$ cat src/rtl/trap_ctrl.sv
// trap_ctrl: trap/interrupt sequencer selecting the next PC source at instruction boundaries.
module trap_ctrl #(
  parameter int A = 16
) (
  input  logic         clk,
  input  logic         rst_n,
  input  logic [A-1:0] pc,
  input  logic         instr_done,
  input  logic         stall,
  input  logic         illegal,
  input  logic         swi,
  input  logic         rti,
  input  logic         irq_ext,
  input  logic         irq_tmr,
  output logic [2:0]   trapSel,
  output logic [A-1:0] epc,
  output logic [1:0]   cause,
  output logic         in_trap,
  output logic         trap_taken,
  output logic         dbl_fault
);
  typedef enum logic [1:0] {RSTV, RUN, VEC} state_t;
  state_t state, state_d;
  logic tmr_pend, acc, flt, dbl, irq_take;
  logic [2:0] sel_d;
  logic [A-1:0] epc_d;
  logic [1:0] cause_d;
  logic trap_d, taken_d, tmr_d;
  assign acc = instr_done & ~stall & (state == RUN);
  assign flt = acc & (illegal | swi);
  assign dbl = flt & in_trap;
  assign irq_take = acc & ~(illegal | swi) & (irq_ext | tmr_pend) & ~in_trap;
  always_ff @(posedge clk) begin
    if (!rst_n) state <= RSTV;
    else state <= state_d;
  end
  // a double fault reuses RSTV so the 0x0000 vector lasts one cycle and boundaries are ignored
  always_comb begin
    state_d = (state == RSTV) ? RUN : dbl ? RSTV : (flt | irq_take) ? VEC : RUN;
  end
  always_comb begin
    sel_d   = dbl ? 3'b100 : flt ? (illegal ? 3'b001 : 3'b010) : irq_take ? 3'b011 : acc ? 3'b111 : 3'b000;
    taken_d = (flt & ~in_trap) | irq_take;
    trap_d  = taken_d ? 1'b1 : (dbl | (acc & rti)) ? 1'b0 : in_trap;
    epc_d   = (dbl | (flt & illegal)) ? pc : taken_d ? pc + A'(2) : epc;
    cause_d = flt ? (illegal ? 2'd1 : 2'd2) : irq_take ? 2'd3 : cause;
    tmr_d   = irq_tmr | (tmr_pend & ~(irq_take & ~irq_ext));
  end
  always_ff @(posedge clk) begin
    if (!rst_n) begin
      trapSel    <= 3'b100;
      epc        <= '0;
      cause      <= '0;
      in_trap    <= 1'b0;
      trap_taken <= 1'b0;
      dbl_fault  <= 1'b0;
      tmr_pend   <= 1'b0;
    end else begin
      trapSel    <= sel_d;
      epc        <= epc_d;
      cause      <= cause_d;
      in_trap    <= trap_d;
      trap_taken <= taken_d;
      dbl_fault  <= dbl_fault | dbl;
      tmr_pend   <= tmr_d;
    end
  end
endmodule

$ cat config.mk
export PLATFORM = sky130hd
export DESIGN_NAME = trap_ctrl
export DESIGN_NICKNAME = d
export VERILOG_FILES = /design/src/rtl/trap_ctrl.sv
export SDC_FILE = /design/constraint.sdc
export NUM_CORES = 1
export LEC_CHECK = 0
export CORE_ASPECT_RATIO = 0.75
export CORE_MARGIN = 2
export CORE_UTILIZATION = 46
export DETAILED_ROUTE_END_ITERATION = 6
export GPL_TIMING_DRIVEN = 0
export PLACE_DENSITY_LB_ADDON = 0.25
export REMOVE_ABC_BUFFERS = 1
export SLEW_MARGIN = 15
export SYNTH_ARGS = -nofsm -noshare
export SYNTH_HDL_FRONTEND = slang
export SYNTH_SLANG_ARGS = --single-unit
export TNS_END_PERCENT = 20
$ cat constraint.sdc
create_clock -name clk -period 3.4 [get_ports clk]
set_clock_uncertainty 0.2 [all_clocks]
set_input_delay 0.68 -clock clk [delete_from_list [all_inputs] [get_ports clk]]
set_output_delay 0.68 -clock clk [all_outputs]
set_load 0.01 [all_outputs]
==> impl_metrics.prom <==
# TYPE chip_impl_metric gauge
chip_impl_info{name="setup.worst_path.class",value="in -> reg"} 1
chip_impl_metric{name="groute.usage.overall",unit="%"} 20.0
chip_impl_metric{name="vias_per_std_cell",unit=""} 5.57
chip_impl_metric{name="cpPeakStageDelay",unit="ns"} 0.93
chip_impl_metric{name="drtPass1Iterations",unit=""} 4
chip_impl_metric{name="overflow",unit=""} 0
chip_impl_metric{name="fin_nets",unit=""} 217
chip_impl_metric{name="dpl.hpwl",unit="um"} 2320
chip_impl_info{name="min_from",value="dbl_fault$_SDFF_PN0_"} 1
chip_impl_metric{name="critPathBufInv",unit=""} 1
chip_impl_metric{name="detail_routed_net_length_per_standard_cell",unit="um"} 14.0
chip_impl_info{name="most_repeated_cell_in_the_gate_level_netlist_after_synthesis",value="dfxtp_1"} 1
chip_impl_info{name="synth_common_cells",value="dfxtp_1, o21ai_0, a21oi_1"} 1
chip_impl_info{name="cts-root-buf",value="clkbuf_8"} 1
chip_impl_metric{name="arrival_time_worst_endpoint",unit="ns"} 3.12
chip_impl_metric{name="reg2regPathDepth",unit=""} 4
chip_impl_metric{name="clk_latency",unit="ns"} 0.27
chip_impl_metric{name="clk_path_buf_depth",unit=""} 2
chip_impl_metric{name="cts_hold_buffers",unit=""} 0
chip_impl_metric{name="final-hold-violation-count",unit=""} 0
chip_impl_metric{name="p_comb_share",unit="%"} 19.2
chip_impl_metric{name="clk_pin_slew_worst_paths",unit="ns"} 0.08
chip_impl_metric{name="drive_above_1_share",unit="%"} 4.74
chip_impl_metric{name="buffer_ports.inserted",unit=""} 48
chip_impl_metric{name="chipHeight",unit="um"} 49.9
chip_impl_metric{name="maxCapViolCount",unit=""} 0
chip_impl_metric{name="p_leak",unit="nW"} 0.624
chip_impl_metric{name="report.final.setup_viol",unit=""} 0
chip_impl_metric{name="finalWorstPathRequiredPeriod",unit="ns"} 3.14
chip_impl_info{name="synth_top_area_cell",value="dfxtp_1"} 1
chip_impl_metric{name="number_of_global_route_vias_before_repair",unit=""} 1170
chip_impl_metric{name="final_max_slew_viol_count",unit=""} 0
chip_impl_metric{name="power.ir.vdd_worst",unit="mV"} 0.340
chip_impl_metric{name="antenna_left",unit=""} 0
chip_impl_metric{name="cts.repair_timing.setup_buffer_count",unit=""} 0
chip_impl_metric{name="grt_pass1_wl",unit="um"} 5170
chip_impl_metric{name="placedCellCount",unit=""} 222
chip_impl_metric{name="clkSinkCount",unit=""} 27
chip_impl_metric{name="relative_slew_margins",unit="%"} 42.8
chip_impl_metric{name="p_int",unit="mW"} 0.479
chip_impl_info{name="synthFlopType",value="dfxtp_1"} 1
chip_impl_metric{name="achievable-frequency",unit="MHz"} 318
chip_impl_info{name="worstSetupEndpointType",value="flip-flop"} 1
chip_impl_info{name="worst_r2r_endpoint",value="epc[2]$_SDFFE_PN0P_"} 1
chip_impl_info{name="crit_path_top_delay_cell",value="a21oi_4"} 1
chip_impl_metric{name="rrSetupSlack",unit="ns"} 0.78
chip_impl_metric{name="timing.critical_path.fanout_max",unit=""} 37
chip_impl_metric{name="fp.dieArea",unit="mm^2"} 0.00325
chip_impl_metric{name="swShare",unit="%"} 24.8
chip_impl_metric{name="async_reset_ff_share",unit="%"} 0
chip_impl_info{name="worstReg2RegStart",value="state[1]$_SDFF_PP0_"} 1
chip_impl_metric{name="routed-via-count",unit=""} 1259
chip_impl_metric{name="die_width",unit="um"} 65.2
chip_impl_info{name="crit_path_cell_trace",value="clkdlybuf4s50_1 -> nand4bb_1 -> a21oi_4 -> nor2_1 -> a311oi_1"} 1
chip_impl_metric{name="drt_wl_total",unit="um"} 3170
chip_impl_metric{name="layout_worst_path_cycle_share",unit="%"} 92.5
chip_impl_metric{name="design.core.area",unit="mm^2"} 0.00264
chip_impl_metric{name="synth-seq-cells",unit=""} 27
chip_impl_metric{name="post_synth_instance_area",unit="mm^2"} 0.00129
chip_impl_metric{name="row_count",unit=""} 16
chip_impl_metric{name="antenna_cells",unit=""} 0
chip_impl_metric{name="postSynthAreaPerCell",unit="um^2"} 8.78
chip_impl_metric{name="ctsResizeCount",unit=""} 0
chip_impl_metric{name="area_delta_synth_final",unit="%"} 40.6
chip_impl_metric{name="synth.yosys.warnings",unit=""} 0
chip_impl_metric{name="remaining_drc_errors",unit=""} 0
chip_impl_metric{name="total_power_divided_by_cell_area",unit="mW/mm^2"} 351
chip_impl_info{name="sort_of_element_at_the_start_of_the_critical_path",value="primary input"} 1
chip_impl_metric{name="ioPinCount",unit=""} 49
chip_impl_metric{name="synth.lib_cells_used.distinct",unit=""} 37
chip_impl_metric{name="fillCellCount",unit=""} 220
chip_impl_metric{name="synth-seq-area-share",unit="%"} 41.9
chip_impl_info{name="outcome",value="finished, final reports clean"} 1
chip_impl_metric{name="grt_start_max_net_pins",unit=""} 38
chip_impl_metric{name="power.clock.fraction",unit="%"} 27.7
chip_impl_metric{name="netSwitchingPower",unit="mW"} 0.158
chip_impl_metric{name="postSynthCellCount",unit=""} 147
chip_impl_metric{name="cp_data_required_time",unit="ns"} 3.37
chip_impl_metric{name="htree_levels",unit=""} 1
chip_impl_metric{name="start_util",unit="%"} 48.8
chip_impl_metric{name="synth_top_area_share",unit="%"} 41.9
chip_impl_metric{name="totalPowerFinal",unit="mW"} 0.637
chip_impl_metric{name="iteration_0_drc_count_of_the_detailed_router",unit=""} 36
chip_impl_metric{name="antenna_violations_before_repair",unit=""} 0
chip_impl_metric{name="instances_no_fill",unit=""} 226
chip_impl_metric{name="timing_worst_slew_pin_value",unit="ns"} 0.847
chip_impl_info{name="cts_tree",value="built"} 1
chip_impl_metric{name="gpl.final_weighted_congestion",unit=""} 0.791
chip_impl_info{name="synth_top_cells_by_area",value="dfxtp_1, o21ai_0, xor2_1, a21oi_1, o2111ai_1"} 1
chip_impl_info{name="hold_class",value="reg -> reg"} 1
chip_impl_info{name="critical-path-top-delay-family",value="compound AO/OA/AOI/OAI gates"} 1
chip_impl_metric{name="worst_hold_path.num_cells",unit=""} 2
chip_impl_metric{name="layout.core_utilization",unit="%"} 68.7
chip_impl_metric{name="synth-edff-count",unit=""} 0
chip_impl_metric{name="cts_inserted_buffers",unit=""} 3
chip_impl_metric{name="p_seq_share",unit="%"} 53.2
chip_impl_info{name="rsz0062_at_grt",value="no"} 1
chip_impl_info{name="whs_endpoint",value="dbl_fault$_SDFF_PN0_"} 1
worst max-delay path by stage:
stage	from	to	slack, ns	depth (start not counted)
final	stall	epc[2]$_SDFFE_PN0P_	0.26	5
after global routing	stall	epc[2]$_SDFFE_PN0P_	0.03	5
after CTS	stall	epc[2]$_SDFFE_PN0P_	0.27	5
after detailed placement	stall	epc[2]$_SDFFE_PN0P_	-0.02	5
after global placement	stall	epc[0]$_SDFFE_PN0P_	0.10	5
after floorplan	stall	epc[0]$_SDFFE_PN0P_	0.96	4
per-layer routing:
metal  up-vias  global-route usage (%)  wire [um]  part of all wire, %
met5         -                       0          0                    0
met4         0                    2.08          0                    0
met3         0                    4.11        113                  3.6
met2        27                    35.4       1570                   50
met1       598                    26.1       1490                   47
li1        634                       -          -                    -
sequential cells by signal, summed over array words and instances, names as in the netlist:
signal	cells
epc	16
tmr_pend	1
trap_taken	1
cause	2
trapSel	3
dbl_fault	1
in_trap	1
state	2
power groups by stage:
stage          Combinational [mW]  Sequential (mW)  Clock, mW
5_1_grt                     0.132            0.341      0.195
3_5_place_dp                0.121            0.346          0
6_report                    0.122            0.339      0.176
3_3_place_gp                0.119            0.345          0
4_1_cts                     0.122            0.339      0.182
2_1_floorplan              0.0424            0.352          0
layout make-up:
cell class	instances	area (um^2)	area share, %
clock buffer	4	45.0	2.48
inverter	3	11.3	0.621
multi-input combinational	108	692	38.1
sequential	27	541	29.8
tap	36	45.0	2.48
timing repair buffer	48	480	26.5
per-stage QoR:
step | worst slack [ns] | hold WS (ns) | cell area, um^2 | TNS [ns]
after floorplan | 0.963 | 0.270 | 1240 | 0
after global placement | 0.102 | 0.240 | 1770 | 0
after detailed placement | -0.0192 | 0.263 | 1770 | -0.0192
after CTS | 0.271 | 0.272 | 1810 | 0
after global routing | 0.0343 | 0.307 | 1810 | 0
final | 0.256 | 0.269 | 1810 | 0
placed cells by master (no fill, tap or decap), types with 2 or more instances in the layout:
cell type	netlist	routed
a21oi_1	13	13
nand3_1	5	5
a31oi_1	4	4
nor2_1	8	8
nand2_1	7	7
or3_1	3	3
or4_1	3	3
xor2_1	8	8
clkdlybuf4s50_1	0	48
and2_1	2	2
o2111ai_1	4	4
clkbuf_8	0	3
inv_1	3	3
o31ai_1	2	2
dfxtp_1	27	27
a21oi_4	2	2
o21ai_0	20	20
o211ai_1	4	4
and3_1	4	4
nand2b_1	2	2
a211oi_1	2	2
and4_1	2	2
logic make-up after synthesis:
family | count (synthesis) | share of synthesized area, %
multiplexers | 1 | 0.776
AND/OR/NAND/NOR | 42 | 18.3
buffers and inverters | 12 | 4.46
AO/OA/AOI/OAI | 56 | 28.1
adder cells (fa/ha/maj) | 1 | 0.970
flip-flops | 27 | 41.9
XOR/XNOR | 8 | 5.43
worst reg2reg max path, stage by stage (launching register included):
cell and delay (ns):
dfxtp_1 0.32, nand4bb_1 0.70, a21oi_4 0.93, nor2_1 0.08
a311oi_1 0.29
Power figures use the tool's default switching activity.
